<file path="src/rtl/i_prefetch_pkg.sv">
// Shared types and helpers for the next-line instruction prefetch buffer.
// Holds the controller state encoding and the next-line address arithmetic.
package i_prefetch_pkg;

  typedef enum logic [2:0] {
    IDLE,
    FWD_REQ,
    FWD_DATA,
    SERVE,
    PF_REQ,
    PF_DATA
  } state_t;

  localparam int unsigned WORD_BYTES = 4;
  localparam int unsigned LINE_BYTES = WORD_BYTES << 2;

  // Callers truncate the result to their address width, giving modulo wrap.
  function automatic logic [31:0] next_line(input logic [31:0] addr,
                                            input int unsigned line_bytes);
    return addr + line_bytes;
  endfunction

endpackage

</file>
<file path="src/rtl/i_prefetch_buffer_if.sv">
// AXI-style read address/data channel bundle used on both the i_cache side
// and the memory side of the prefetch buffer.
interface i_prefetch_buffer_if #(
    parameter int ADDR_WIDTH = 26,
    parameter int DATA_WIDTH = 32
);
    logic [ADDR_WIDTH-1:0] araddr;
    logic [7:0]            arlen;
    logic [3:0]            arid;
    logic                  arvalid;
    logic                  arready;
    logic [DATA_WIDTH-1:0] rdata;
    logic                  rvalid;
    logic                  rready;

    modport master (
        output araddr, arlen, arid, arvalid, rready,
        input  arready, rdata, rvalid
    );

    modport slave (
        input  araddr, arlen, arid, arvalid, rready,
        output arready, rdata, rvalid
    );
endinterface

</file>
<file path="src/rtl/prefetch_line_buf.sv">
// One-line storage for the prefetched cache line: word array plus the line
// address tag and its valid flag.
module prefetch_line_buf #(
    parameter int ADDR_WIDTH         = 26,
    parameter int DATA_WIDTH         = 32,
    parameter int BLOCK_OFFSET_WIDTH = 2
) (
    input  logic                          clk,
    input  logic                          rst_n,
    input  logic                          wr_en,
    input  logic [BLOCK_OFFSET_WIDTH-1:0] wr_idx,
    input  logic [DATA_WIDTH-1:0]         wr_data,
    input  logic [BLOCK_OFFSET_WIDTH-1:0] rd_idx,
    output logic [DATA_WIDTH-1:0]         rd_data,
    input  logic                          load,
    input  logic [ADDR_WIDTH-1:0]         load_addr,
    input  logic                          load_valid,
    input  logic                          clr,
    output logic [ADDR_WIDTH-1:0]         addr,
    output logic                          valid
);
    localparam int LINE_SIZE = 1 << BLOCK_OFFSET_WIDTH;

    logic [DATA_WIDTH-1:0] words [LINE_SIZE];

    always_ff @(posedge clk) begin
        if (wr_en) words[wr_idx] <= wr_data;
        if (load)  addr <= load_addr;
    end

    assign rd_data = words[rd_idx];

    // Clear beats load so an invalidate on the final prefetch beat still wins.
    always_ff @(posedge clk or negedge rst_n) begin
        if (!rst_n)    valid <= 1'b0;
        else if (clr)  valid <= 1'b0;
        else if (load) valid <= load_valid;
    end
endmodule

</file>
<file path="src/rtl/i_prefetch_buffer.sv">
// Next-line instruction stream buffer: forwards i_cache refills to memory,
// prefetches the following line and serves a matching refill locally.
module i_prefetch_buffer
    import i_prefetch_pkg::*;
#(
    parameter int ADDR_WIDTH         = 26,
    parameter int DATA_WIDTH         = 32,
    parameter int BLOCK_OFFSET_WIDTH = 2,
    parameter int PREFETCH_EN        = 1
) (
    input  logic                    clk,
    input  logic                    rst_n,
    i_prefetch_buffer_if.slave      s_bus,
    i_prefetch_buffer_if.master     m_bus,
    input  logic                    i_invalidate,
    output logic [31:0]             o_hit_count,
    output logic [31:0]             o_miss_count
);
    localparam int LINE_SIZE = 1 << BLOCK_OFFSET_WIDTH;
    localparam int unsigned LINE_B = WORD_BYTES << BLOCK_OFFSET_WIDTH;
    localparam logic [BLOCK_OFFSET_WIDTH-1:0] LAST_IDX = '1;
    localparam logic [BLOCK_OFFSET_WIDTH-1:0] ONE      = BLOCK_OFFSET_WIDTH'(1);

    state_t                        state;
    logic [BLOCK_OFFSET_WIDTH-1:0] cnt;
    logic [ADDR_WIDTH-1:0]         ar_addr;
    logic                          inv_seen;
    logic [ADDR_WIDTH-1:0]         buf_addr;
    logic                          buf_valid;
    logic [DATA_WIDTH-1:0]         buf_rdata;
    logic                          accept, hit, last_idx, pf_beat;
    logic                          unused_upstream;

    assign accept   = (state == IDLE) && s_bus.arvalid;
    assign hit      = buf_valid && (buf_addr == s_bus.araddr) && !i_invalidate;
    assign last_idx = (cnt == LAST_IDX);
    assign pf_beat  = (state == PF_DATA) && m_bus.rvalid;

    // Upstream burst length, id and ready are fixed by the i_cache.
    assign unused_upstream = ^{s_bus.arlen, s_bus.arid, s_bus.rready};

    prefetch_line_buf #(
        .ADDR_WIDTH        (ADDR_WIDTH),
        .DATA_WIDTH        (DATA_WIDTH),
        .BLOCK_OFFSET_WIDTH(BLOCK_OFFSET_WIDTH)
    ) u_line_buf (
        .clk       (clk),
        .rst_n     (rst_n),
        .wr_en     (pf_beat),
        .wr_idx    (cnt),
        .wr_data   (m_bus.rdata),
        .rd_idx    (cnt),
        .rd_data   (buf_rdata),
        .load      (pf_beat && last_idx),
        .load_addr (ar_addr),
        .load_valid(!inv_seen && !i_invalidate),
        .clr       (i_invalidate || (accept && hit)),
        .addr      (buf_addr),
        .valid     (buf_valid)
    );

    assign s_bus.arready = (state == IDLE);
    assign s_bus.rvalid  = ((state == FWD_DATA) && m_bus.rvalid) || (state == SERVE);
    assign s_bus.rdata   = (state == FWD_DATA) ? m_bus.rdata : buf_rdata;
    assign m_bus.arvalid = (state == FWD_REQ) || (state == PF_REQ);
    assign m_bus.araddr  = ar_addr;
    assign m_bus.arlen   = 8'(LINE_SIZE);
    assign m_bus.arid    = 4'd0;
    assign m_bus.rready  = (state == FWD_DATA) || (state == PF_DATA);

    always_ff @(posedge clk or negedge rst_n) begin
        if (!rst_n) begin
            state        <= IDLE;
            cnt          <= '0;
            ar_addr      <= '0;
            inv_seen     <= 1'b0;
            o_hit_count  <= 32'd0;
            o_miss_count <= 32'd0;
        end else begin
            case (state)
                IDLE: begin
                    if (accept) begin
                        cnt <= '0;
                        if (hit) begin
                            state       <= SERVE;
                            o_hit_count <= o_hit_count + 32'd1;
                        end else begin
                            state        <= FWD_REQ;
                            ar_addr      <= s_bus.araddr;
                            o_miss_count <= o_miss_count + 32'd1;
                        end
                    end
                end
                FWD_REQ: begin
                    if (m_bus.arready) begin
                        state <= FWD_DATA;
                        cnt   <= '0;
                    end
                end
                FWD_DATA: begin
                    if (m_bus.rvalid) begin
                        cnt <= cnt + ONE;
                        if (last_idx) begin
                            cnt      <= '0;
                            inv_seen <= 1'b0;
                            if (PREFETCH_EN != 0) begin
                                state   <= PF_REQ;
                                ar_addr <= ADDR_WIDTH'(next_line(32'(ar_addr), LINE_B));
                            end else begin
                                state <= IDLE;
                            end
                        end
                    end
                end
                SERVE: begin
                    cnt <= cnt + ONE;
                    if (last_idx) begin
                        cnt      <= '0;
                        inv_seen <= 1'b0;
                        if (PREFETCH_EN != 0) begin
                            state   <= PF_REQ;
                            ar_addr <= ADDR_WIDTH'(next_line(32'(buf_addr), LINE_B));
                        end else begin
                            state <= IDLE;
                        end
                    end
                end
                PF_REQ: begin
                    if (i_invalidate) inv_seen <= 1'b1;
                    if (m_bus.arready) begin
                        state <= PF_DATA;
                        cnt   <= '0;
                    end
                end
                PF_DATA: begin
                    if (i_invalidate) inv_seen <= 1'b1;
                    if (m_bus.rvalid) begin
                        cnt <= cnt + ONE;
                        if (last_idx) begin
                            state <= IDLE;
                            cnt   <= '0;
                        end
                    end
                end
                default: state <= IDLE;
            endcase
        end
    end
endmodule

</file>
<file path="src/flat_wrapper.sv">
// flat-port wrapper written by rule: the top's interface ports become plain ports
module i_prefetch_buffer_flat import i_prefetch_pkg::*;
#(
    parameter int ADDR_WIDTH         = 26,
    parameter int DATA_WIDTH         = 32,
    parameter int BLOCK_OFFSET_WIDTH = 2,
    parameter int PREFETCH_EN        = 1
)
  (clk, rst_n, i_invalidate, o_hit_count, o_miss_count, s_bus_araddr, s_bus_arlen, s_bus_arid, s_bus_arvalid, s_bus_rready, s_bus_arready, s_bus_rdata, s_bus_rvalid, m_bus_araddr, m_bus_arlen, m_bus_arid, m_bus_arvalid, m_bus_rready, m_bus_arready, m_bus_rdata, m_bus_rvalid);
  i_prefetch_buffer_if #(.ADDR_WIDTH(ADDR_WIDTH), .DATA_WIDTH(DATA_WIDTH)) s_bus_i ();
  i_prefetch_buffer_if #(.ADDR_WIDTH(ADDR_WIDTH), .DATA_WIDTH(DATA_WIDTH)) m_bus_i ();
  input  logic clk;
  input  logic rst_n;
  input  logic i_invalidate;
  output logic [31:0] o_hit_count;
  output logic [31:0] o_miss_count;
  input wire logic [$bits(s_bus_i.araddr)-1:0] s_bus_araddr;
  input wire logic [$bits(s_bus_i.arlen)-1:0] s_bus_arlen;
  input wire logic [$bits(s_bus_i.arid)-1:0] s_bus_arid;
  input wire logic [$bits(s_bus_i.arvalid)-1:0] s_bus_arvalid;
  input wire logic [$bits(s_bus_i.rready)-1:0] s_bus_rready;
  output wire logic [$bits(s_bus_i.arready)-1:0] s_bus_arready;
  output wire logic [$bits(s_bus_i.rdata)-1:0] s_bus_rdata;
  output wire logic [$bits(s_bus_i.rvalid)-1:0] s_bus_rvalid;
  output wire logic [$bits(m_bus_i.araddr)-1:0] m_bus_araddr;
  output wire logic [$bits(m_bus_i.arlen)-1:0] m_bus_arlen;
  output wire logic [$bits(m_bus_i.arid)-1:0] m_bus_arid;
  output wire logic [$bits(m_bus_i.arvalid)-1:0] m_bus_arvalid;
  output wire logic [$bits(m_bus_i.rready)-1:0] m_bus_rready;
  input wire logic [$bits(m_bus_i.arready)-1:0] m_bus_arready;
  input wire logic [$bits(m_bus_i.rdata)-1:0] m_bus_rdata;
  input wire logic [$bits(m_bus_i.rvalid)-1:0] m_bus_rvalid;
  assign s_bus_i.araddr = s_bus_araddr;
  assign s_bus_i.arlen = s_bus_arlen;
  assign s_bus_i.arid = s_bus_arid;
  assign s_bus_i.arvalid = s_bus_arvalid;
  assign s_bus_i.rready = s_bus_rready;
  assign s_bus_arready = s_bus_i.arready;
  assign s_bus_rdata = s_bus_i.rdata;
  assign s_bus_rvalid = s_bus_i.rvalid;
  assign m_bus_araddr = m_bus_i.araddr;
  assign m_bus_arlen = m_bus_i.arlen;
  assign m_bus_arid = m_bus_i.arid;
  assign m_bus_arvalid = m_bus_i.arvalid;
  assign m_bus_rready = m_bus_i.rready;
  assign m_bus_i.arready = m_bus_arready;
  assign m_bus_i.rdata = m_bus_rdata;
  assign m_bus_i.rvalid = m_bus_rvalid;
  i_prefetch_buffer #(.ADDR_WIDTH(ADDR_WIDTH), .DATA_WIDTH(DATA_WIDTH), .BLOCK_OFFSET_WIDTH(BLOCK_OFFSET_WIDTH), .PREFETCH_EN(PREFETCH_EN)) u_core (.clk(clk), .rst_n(rst_n), .s_bus(s_bus_i), .m_bus(m_bus_i), .i_invalidate(i_invalidate), .o_hit_count(o_hit_count), .o_miss_count(o_miss_count));
endmodule
</file>
<file path="config.mk">
export PLATFORM = sky130hd
export DESIGN_NAME = i_prefetch_buffer_flat
export DESIGN_NICKNAME = d
export VERILOG_FILES = /design/src/rtl/i_prefetch_pkg.sv /design/src/rtl/i_prefetch_buffer_if.sv /design/src/rtl/prefetch_line_buf.sv /design/src/rtl/i_prefetch_buffer.sv /design/src/flat_wrapper.sv
export SDC_FILE = /design/constraint.sdc
export NUM_CORES = 1
export LEC_CHECK = 0
export CORE_MARGIN = 10
export CORE_UTILIZATION = 45
export CTS_BUF_LIST = sky130_fd_sc_hd__clkbuf_16
export CTS_CLUSTER_SIZE = 40
export DETAILED_ROUTE_END_ITERATION = 7
export PLACE_DENSITY = 0.68
export REMOVE_ABC_BUFFERS = 1
export SLEW_MARGIN = 10
export SYNTH_ARGS = -nofsm -noshare
export SYNTH_HDL_FRONTEND = slang
export SYNTH_HIERARCHICAL = 1
export SYNTH_SLANG_ARGS = --single-unit
export TNS_END_PERCENT = 50
</file>
<file path="constraint.sdc">
create_clock -name clk -period 5.2 [get_ports clk]
set_input_delay 0.78 -clock clk [delete_from_list [all_inputs] [get_ports clk]]
set_output_delay 0.78 -clock clk [all_outputs]
set_load 0.005 [all_outputs]
</file>
==> metrics.md, run 1 <==
| Metric | Value |
|---|---|
| Status | finished, final reports clean |
| Top area cells in the synthesized netlist | edfxtp_1, dfrtp_1, mux4_2 |
| Number of buffers created by CTS | 27 |
| Die Wd | 184 µm |
| DRC | 0 |
| Fmax achieved | 0.253 GHz |
| CP max FO | 34 |
| Mapped Cells | 919 |
| Area leader, netlist | edfxtp_1 |
| Root buf cell | clkbuf_16 |
| Vias per inst | 5.71 |
| Antenna Nets Post-Route | 0 |
| Commonest non-fill, non-tap cell in the layout | clkdlybuf4s50_1 |
| Total Wirelength | 31.1 mm |
| Fin crit period | 3.95 ns |
| Count of buffer and inverter cells on the critical path | 2 |
| # placed instances | 1416 |
| Number of synthesized flops with an enable pin | 154 |
| Fin. max-slew vios | 0 |
| Global Route Usage Sum | 0.181 |
| Clk buf depth | 3 |
| GPL Wtd Cong | 0.848 |
| Yosys top cell area share | 0.384 |
| Synth Register Bits | 251 |
| Largest net degree at the start of global routing | 72 |
| Initial core utilization | 0.460 |
| Final worst path period share | 0.760 |
| WP data required | 4.42 ns |
| Sequential element share of the synthesized area | 0.586 |
| Multi-input gate area | 4680 µm² |
| Row count | 59 |
| Vias in the first global route | 8524 |
| P_leak | 5.57 nW |
| Fillers | 2105 |
| Unrepaired setup endpoints after global routing | no |
| Storage cell area | 7050 µm² |
| ANT cells | 0 |
| Max_cap viols | 0 |
| P&R area growth vs syn | 24.6% |
| CTS tree | yes |
| Yosys warning count | 6 |
| Post-Layout Cell Count | 1466 |
| Die Span Y | 184 µm |
| Ys async rst share | 0.386 |
| Fin. Hold Viols | 0 |
| Postcts setup bufs | 0 |
| Main synth FF type | edfxtp_1 |
| DR pass1 iterations | 5 |
| Global route overflow | 0 |
| Max_slew headroom | 0.266 |
| Area of the die | 33700 µm² |
| Hold Buf Count CTS | 0 |
| Sinks on Clock Net | 251 |
| Worst-skew pair later-pin latency | 0.53 ns |
| Setup violations, final | 0 |
| Worst Skew | 0.0180 ns |
| H-tree levels | 1 |
| Hold WC Path Type | primary input to asynchronous set/reset pin |
| Unique masters post-synth | 64 |
| Worst Tran Pin Value | 1.10 ns |
| Crit end category | primary output |
| Vias | 8372 |
| Final Util | 0.573 |
| Resize count post-CTS | 0 |
| WHS | 0.394 ns |
| Most frequent cells in the layout | clkdlybuf4s50_1, edfxtp_1, dfrtp_1 |
| Iter 0 DRT Violations | 661 |
| Worst-path clk slew | 0.06 ns |
| Setup_tns | 0 ns |
| First-pass GRT wire length | 49.0 mm |
| Critical Path Source Type | register |
| Nets | 1191 |
| CP Cell Sequence | inv_1 > nand2_1 > nor2_4 > mux2_2 > clkdlybuf4s50_1 |
| Pwr Density | 459 nW/µm² |
| Peak VDD IR | 0.331 mV |
| Syn avg cell area | 13.1 µm² |
| CP Class | register to primary output |
| IO buf count | 189 |
| Worst path max stage delay | 0.85 ns |
| Ports | 215 |
| CP max-delay cell | nor2_4 |
| Initial antenna violation count | 0 |
| Critical path's top delay family | simple AND/OR/NAND/NOR gates |
| Core area | 26200 µm² |
| Layout cells sized above 1 | 0.117 |
| WL/cell | 21.2 µm |
| Post-Syn Area | 12000 µm² |
| Worst EP arrival | 3.17 ns |
| Final HPWL DP | 20.9 mm |
-- registers in the layout (all words and copies together), names as in the netlist --
signal / flops
u_core/u_line_buf/addr: 26
u_core/state: 3
u_core/o_miss_count: 32
u_core/m_bus.araddr: 26
u_core/u_line_buf/words: 128
u_core/u_line_buf/valid: 1
u_core/o_hit_count: 32
u_core/cnt: 2
u_core/inv_seen: 1
-- report_power, final --
group	leakage, nW	internal (W)	total (W)	switching, W
sequential	2.64	0.00230	0.00256	0.000259
clock	0.413	0.000935	0.00169	0.000752
combinational	2.51	0.00139	0.00264	0.00125
-- logic make-up (layout without fill, tap and decap cells) --
kind of cell | Yosys count | count (layout) | synth area share
mux | 101 | 101 | 0.122
compound gates | 105 | 105 | 0.0572
other cells | 2 | 12 | 0.000624
simple gates | 289 | 289 | 0.128
fa+ha+maj | 4 | 4 | 0.00416
xor+xnor | 98 | 98 | 0.0713
buf+inv | 69 | 271 | 0.0305
flops | 251 | 251 | 0.586
-- per-stage QoR --
stage | total power, W | instance area, µm² | setup WS (ns)
2_1_floorplan | 0.00403 | 11800 | 1.03
3_3_place_gp | 0.00521 | 14200 | 1.41
3_5_place_dp | 0.00524 | 14200 | 1.34
4_1_cts | 0.00695 | 15000 | 1.20
5_1_grt | 0.00729 | 15000 | 1.06
6_report | 0.00688 | 15000 | 1.25
-- routing by layer --
layer / up-vias / GRT usage / routed length, µm / part of all wire
li1: 3849 / - / - / -
met1: 4202 / 0.234 / 13100 / 0.42
met2: 275 / 0.299 / 15200 / 0.49
met3: 46 / 0.0425 / 2110 / 0.068
met4: 0 / 0.0489 / 678 / 0.022
met5: - / 0 / 0 / 0
-- worst reg2reg max path: cells and delay by family, from the launching register on --
| family | cells | cell delay [ns] |
|---|---|---|
| and+or+nand+nor | 3 | 1.28 |
| buffers and inverters | 2 | 0.79 |
| muxes | 1 | 0.42 |
| adders and majority gates | 1 | 0.40 |
| DFF | 1 | 0.32 |
| AOI/OAI and AO/OA | 1 | 0.13 |
-- final cells by class --
class | instances | area share
repair buffers | 207 | 0.135
flip-flops and latches | 251 | 0.470
clock buffers | 27 | 0.0450
well taps | 335 | 0.0279
inverters | 14 | 0.00350
multi-input cells | 609 | 0.312
clock inverters | 23 | 0.00667
-- Yosys cell counts, types with 4 or more instances --
cell type	count
nor2_1	29
o21ai_0	18
nand4_1	38
nand2_1	76
clkbuf_1	30
or3_1	4
a21oi_1	29
a22oi_1	7
edfxtp_1	154
nor3_1	18
a211oi_1	4
and3_1	24
xor2_1	28
a31oi_1	13
mux4_2	30
o2bb2ai_1	6
dfrtp_1	97
mux2i_1	26
xnor2_1	70
nor4_1	12
nand3b_1	8
buf_4	12
inv_1	14
and4_1	5
ha_1	4
buf_2	6
nor3b_1	4
nand3_1	43
mux2_2	43
and2_1	7
-- worst paths after layout --
| kind | startpoint | end | slack (ns) | cells after the start |
|---|---|---|---|---|
| min in group clk | u_core/o_hit_count[31] | u_core/o_hit_count[31] | 0.47 | 1 |
| setup / recovery | u_core/state[2] | s_bus_rdata[9] | 1.25 | 5 |
| max in group asynchronous | rst_n | u_core/cnt[0] | 3.80 | 2 |
| hold / removal | rst_n | u_core/o_miss_count[31] | 0.39 | 1 |
| setup reg to reg | u_core/cnt[1] | u_core/m_bus.araddr[9] | 1.75 | 8 |
| hold reg to reg | u_core/o_hit_count[31] | u_core/o_hit_count[31] | 0.47 | 1 |
No activity file was read; power rests on OpenSTA's default activity.
==> inputs of run 2 (changes only) <==
clock period = 4.05 ns   (was 5.2 ns; I/O delays follow)
==> metrics.md, run 2 (same netlist as run 1, synthesis figures left out) <==
| Metric | Value |
|---|---|
| Antenna Nets Post-Route | 0 (unchanged) |
| Worst-skew pair later-pin latency | 0.53 ns (about the same) |
| Die Wd | 184 µm (unchanged) |
| Pwr Density | 603 nW/µm² (was 459 nW/µm²) |
| Status | finished, final reports clean (unchanged) |
| Worst Reg-to-Reg Cells | 8 (unchanged) |
| Crit end category | primary output (unchanged) |
| Worst Skew | 0.0161 ns (was 0.0180 ns) |
| Vias per inst | 5.77 (was 5.71) |
| IO buf count | 189 (unchanged) |
| Final Util | 0.579 (was 0.573) |
| Critical path's top delay family | multiplexers (was simple AND/OR/NAND/NOR gates) |
| Area of the die | 33700 µm² (unchanged) |
| Max_slew headroom | 0.322 (was 0.266) |
| P&R area growth vs syn | 26.0% (was 24.6%) |
| Storage cell area | 7050 µm² (unchanged) |
| Ports | 215 (unchanged) |
| Worst-path clk slew | 0.06 ns (about the same) |
| Vias | 8487 (was 8372) |
| Max_cap viols | 0 (unchanged) |
| CTS tree | yes (unchanged) |
| Commonest non-fill, non-tap cell in the layout | clkdlybuf4s50_1 (unchanged) |
| P_leak | 5.65 nW (was 5.57 nW) |
| Layout cells sized above 1 | 0.129 (was 0.117) |
| Postcts setup bufs | 0 (unchanged) |
| Initial core utilization | 0.460 (unchanged) |
| R2R setup slack | 0.60 ns (was 1.75 ns) |
| Reg-to-Reg End | u_core/m_bus.araddr[20] (was u_core/m_bus.araddr[9]) |
| Clk buf depth | 3 (unchanged) |
| Pre-CTS setup slack | 0.646 ns (was 1.34 ns) |
| First-pass GRT wire length | 49.4 mm (was 49.0 mm) |
| Initial antenna violation count | 1 (was 0) |
| Largest net degree at the start of global routing | 53 (was 72) |
| Final worst path period share | 0.886 |
| CP max-delay cell | dfrtp_2 (was nor2_4) |
| Core area | 26200 µm² (unchanged) |
| Largest registers | u_core/u_line_buf/words x128, u_core/o_hit_count x32, u_core/o_miss_count x32 (unchanged) |
| Setup violations, final | 0 (unchanged) |
| Worst EP arrival | 2.98 ns (was 3.17 ns) |
| DRC | 0 (unchanged) |
| H-tree levels | 1 (unchanged) |
| Fmax achieved | 0.279 GHz |
| Row count | 59 (unchanged) |
| Total Wirelength | 31.5 mm (was 31.1 mm) |
| Fin crit period | 3.59 ns |
| Root buf cell | clkbuf_16 (unchanged) |
| CP max FO | 21 (was 34) |
| Vias in the first global route | 8771 (was 8524) |
| WHS | 0.131 ns (was 0.394 ns) |
| Worst r2r src | u_core/state[1] (was u_core/cnt[1]) |
| Sinks on Clock Net | 251 (unchanged) |
| Unrepaired setup endpoints after global routing | no (unchanged) |
| Resize count post-CTS | 0 (unchanged) |
| Largest register by flop count | u_core/u_line_buf/words (unchanged) |
| Peak VDD IR | 0.436 mV (was 0.331 mV) |
| Fin. max-slew vios | 0 (unchanged) |
| Final critical-path setup slack | 0.461 ns (was 1.25 ns) |
| Multi-input gate area | 4680 µm² (unchanged) |
| Nets | 1197 (was 1191) |
| Hold Buf Count CTS | 0 (unchanged) |
| CP Class | register to primary output (unchanged) |
| Worst path max stage delay | 0.75 ns (was 0.85 ns) |
| Count of buffer and inverter cells on the critical path | 2 (unchanged) |
| Die Span Y | 184 µm (unchanged) |
| Largest register FFs | 128 (unchanged) |
| WL/cell | 21.4 µm (was 21.2 µm) |
| Number of buffers created by CTS | 27 (unchanged) |
| Global Route Usage Sum | 0.183 (was 0.181) |
| Fin. Hold Viols | 0 (unchanged) |
| Most frequent cells in the layout | clkdlybuf4s50_1, edfxtp_1, dfrtp_1 (unchanged) |
| Cell count along the critical path | 4 (was 5) |
| Final HPWL DP | 21.3 mm (was 20.9 mm) |
| WP data required | 3.44 ns (was 4.42 ns) |
| CP Cell Sequence | buf_4 > mux4_1 > mux2_2 > clkdlybuf4s50_1 (was inv_1 > nand2_1 > nor2_4 > mux2_2 > clkdlybuf4s50_1) |
| Worst Tran Pin Value | 1.02 ns (was 1.10 ns) |
| Iter 0 DRT Violations | 752 (was 661) |
| DR pass1 iterations | 5 (unchanged) |
| Hold WC Path Type | primary input to asynchronous set/reset pin (unchanged) |
| GPL Wtd Cong | 0.886 (was 0.848) |
| Critical Path Source Type | register (unchanged) |
| Fillers | 2125 (was 2105) |
| Global route overflow | 0 (unchanged) |
run 2: cell types whose count changed in the layout (fill, tap and decap cells not counted):
cell        change
buf_4           +6
clkinv_1        -4
clkinv_4        +1
clkinv_2        +3
inv_4           +1
inv_6           -1
bufinv_16       +2
diode_2         +1
clkbuf_16       +3
inv_1           -5
clkinvlp_4      -1
run 2: final cells by class:
| class | count | share of cell area |
|---|---|---|
| diodes | 1 | 0.000165 |
| clock buffers | 30 | 0.0495 |
| clock inverters | 19 | 0.00924 |
| inverters | 14 | 0.00346 |
| multi-input cells | 609 | 0.309 |
| flip-flops and latches | 251 | 0.465 |
| well taps | 335 | 0.0276 |
| repair buffers | 213 | 0.136 |
run 2: per-stage QoR:
| step | total power (W) | std cells | cell area [µm²] | TNS [ns] |
|---|---|---|---|---|
| after floorplan | 0.00518 | 874 | 11800 | -3.21 |
| after global placement | 0.00671 | 1422 | 14300 | 0 |
| after detailed placement | 0.00677 | 1422 | 14300 | 0 |
| after CTS | 0.00924 | 1471 | 15200 | 0 |
| after global routing | 0.00965 | 1472 | 15200 | 0 |
| final | 0.00915 | 1472 | 15200 | 0 |
run 2: worst max-delay path by stage:
stage / startpoint / end / slack, ns
finish: u_core/cnt[0] / s_bus_rdata[0] / 0.46
global route: u_core/cnt[0] / s_bus_rdata[0] / 0.32
CTS: u_core/cnt[0] / s_bus_rdata[0] / 0.38
detailed placement: u_core/state[1] / u_core/m_bus.araddr[20] / 0.65
global placement: u_core/state[2] / u_core/m_bus.araddr[20] / 0.76
floorplan: u_core/cnt[0] / u_core/m_bus.araddr[10] / -0.12
run 2: power by group:
part           switching (W)  total (W)  internal (W)  leakage (nW)
Combinational        0.00164    0.00343       0.00180          2.54
Sequential          0.000331    0.00328       0.00295          2.64
Clock               0.000989    0.00244       0.00145         0.461
run 2: worst reg2reg max path, cell delays in order (launching register included):
cell and delay [ns]:
dfrtp_1 0.64, nand3b_2 0.45, o21ai_0 0.32, ha_1 0.24, inv_1 0.12, or4_1 0.71, or3_1 0.44, a211oi_1 0.29
o2bb2ai_1 0.12
run 2: per-layer routing:
metal | GRT usage | wire [µm] | vias up
met4 | 0.0600 | 962 | 0
met5 | 0 | 0 | -
met1 | 0.234 | 13000 | 4280
met2 | 0.302 | 15400 | 298
met3 | 0.0405 | 2180 | 52
li1 | - | - | 3857
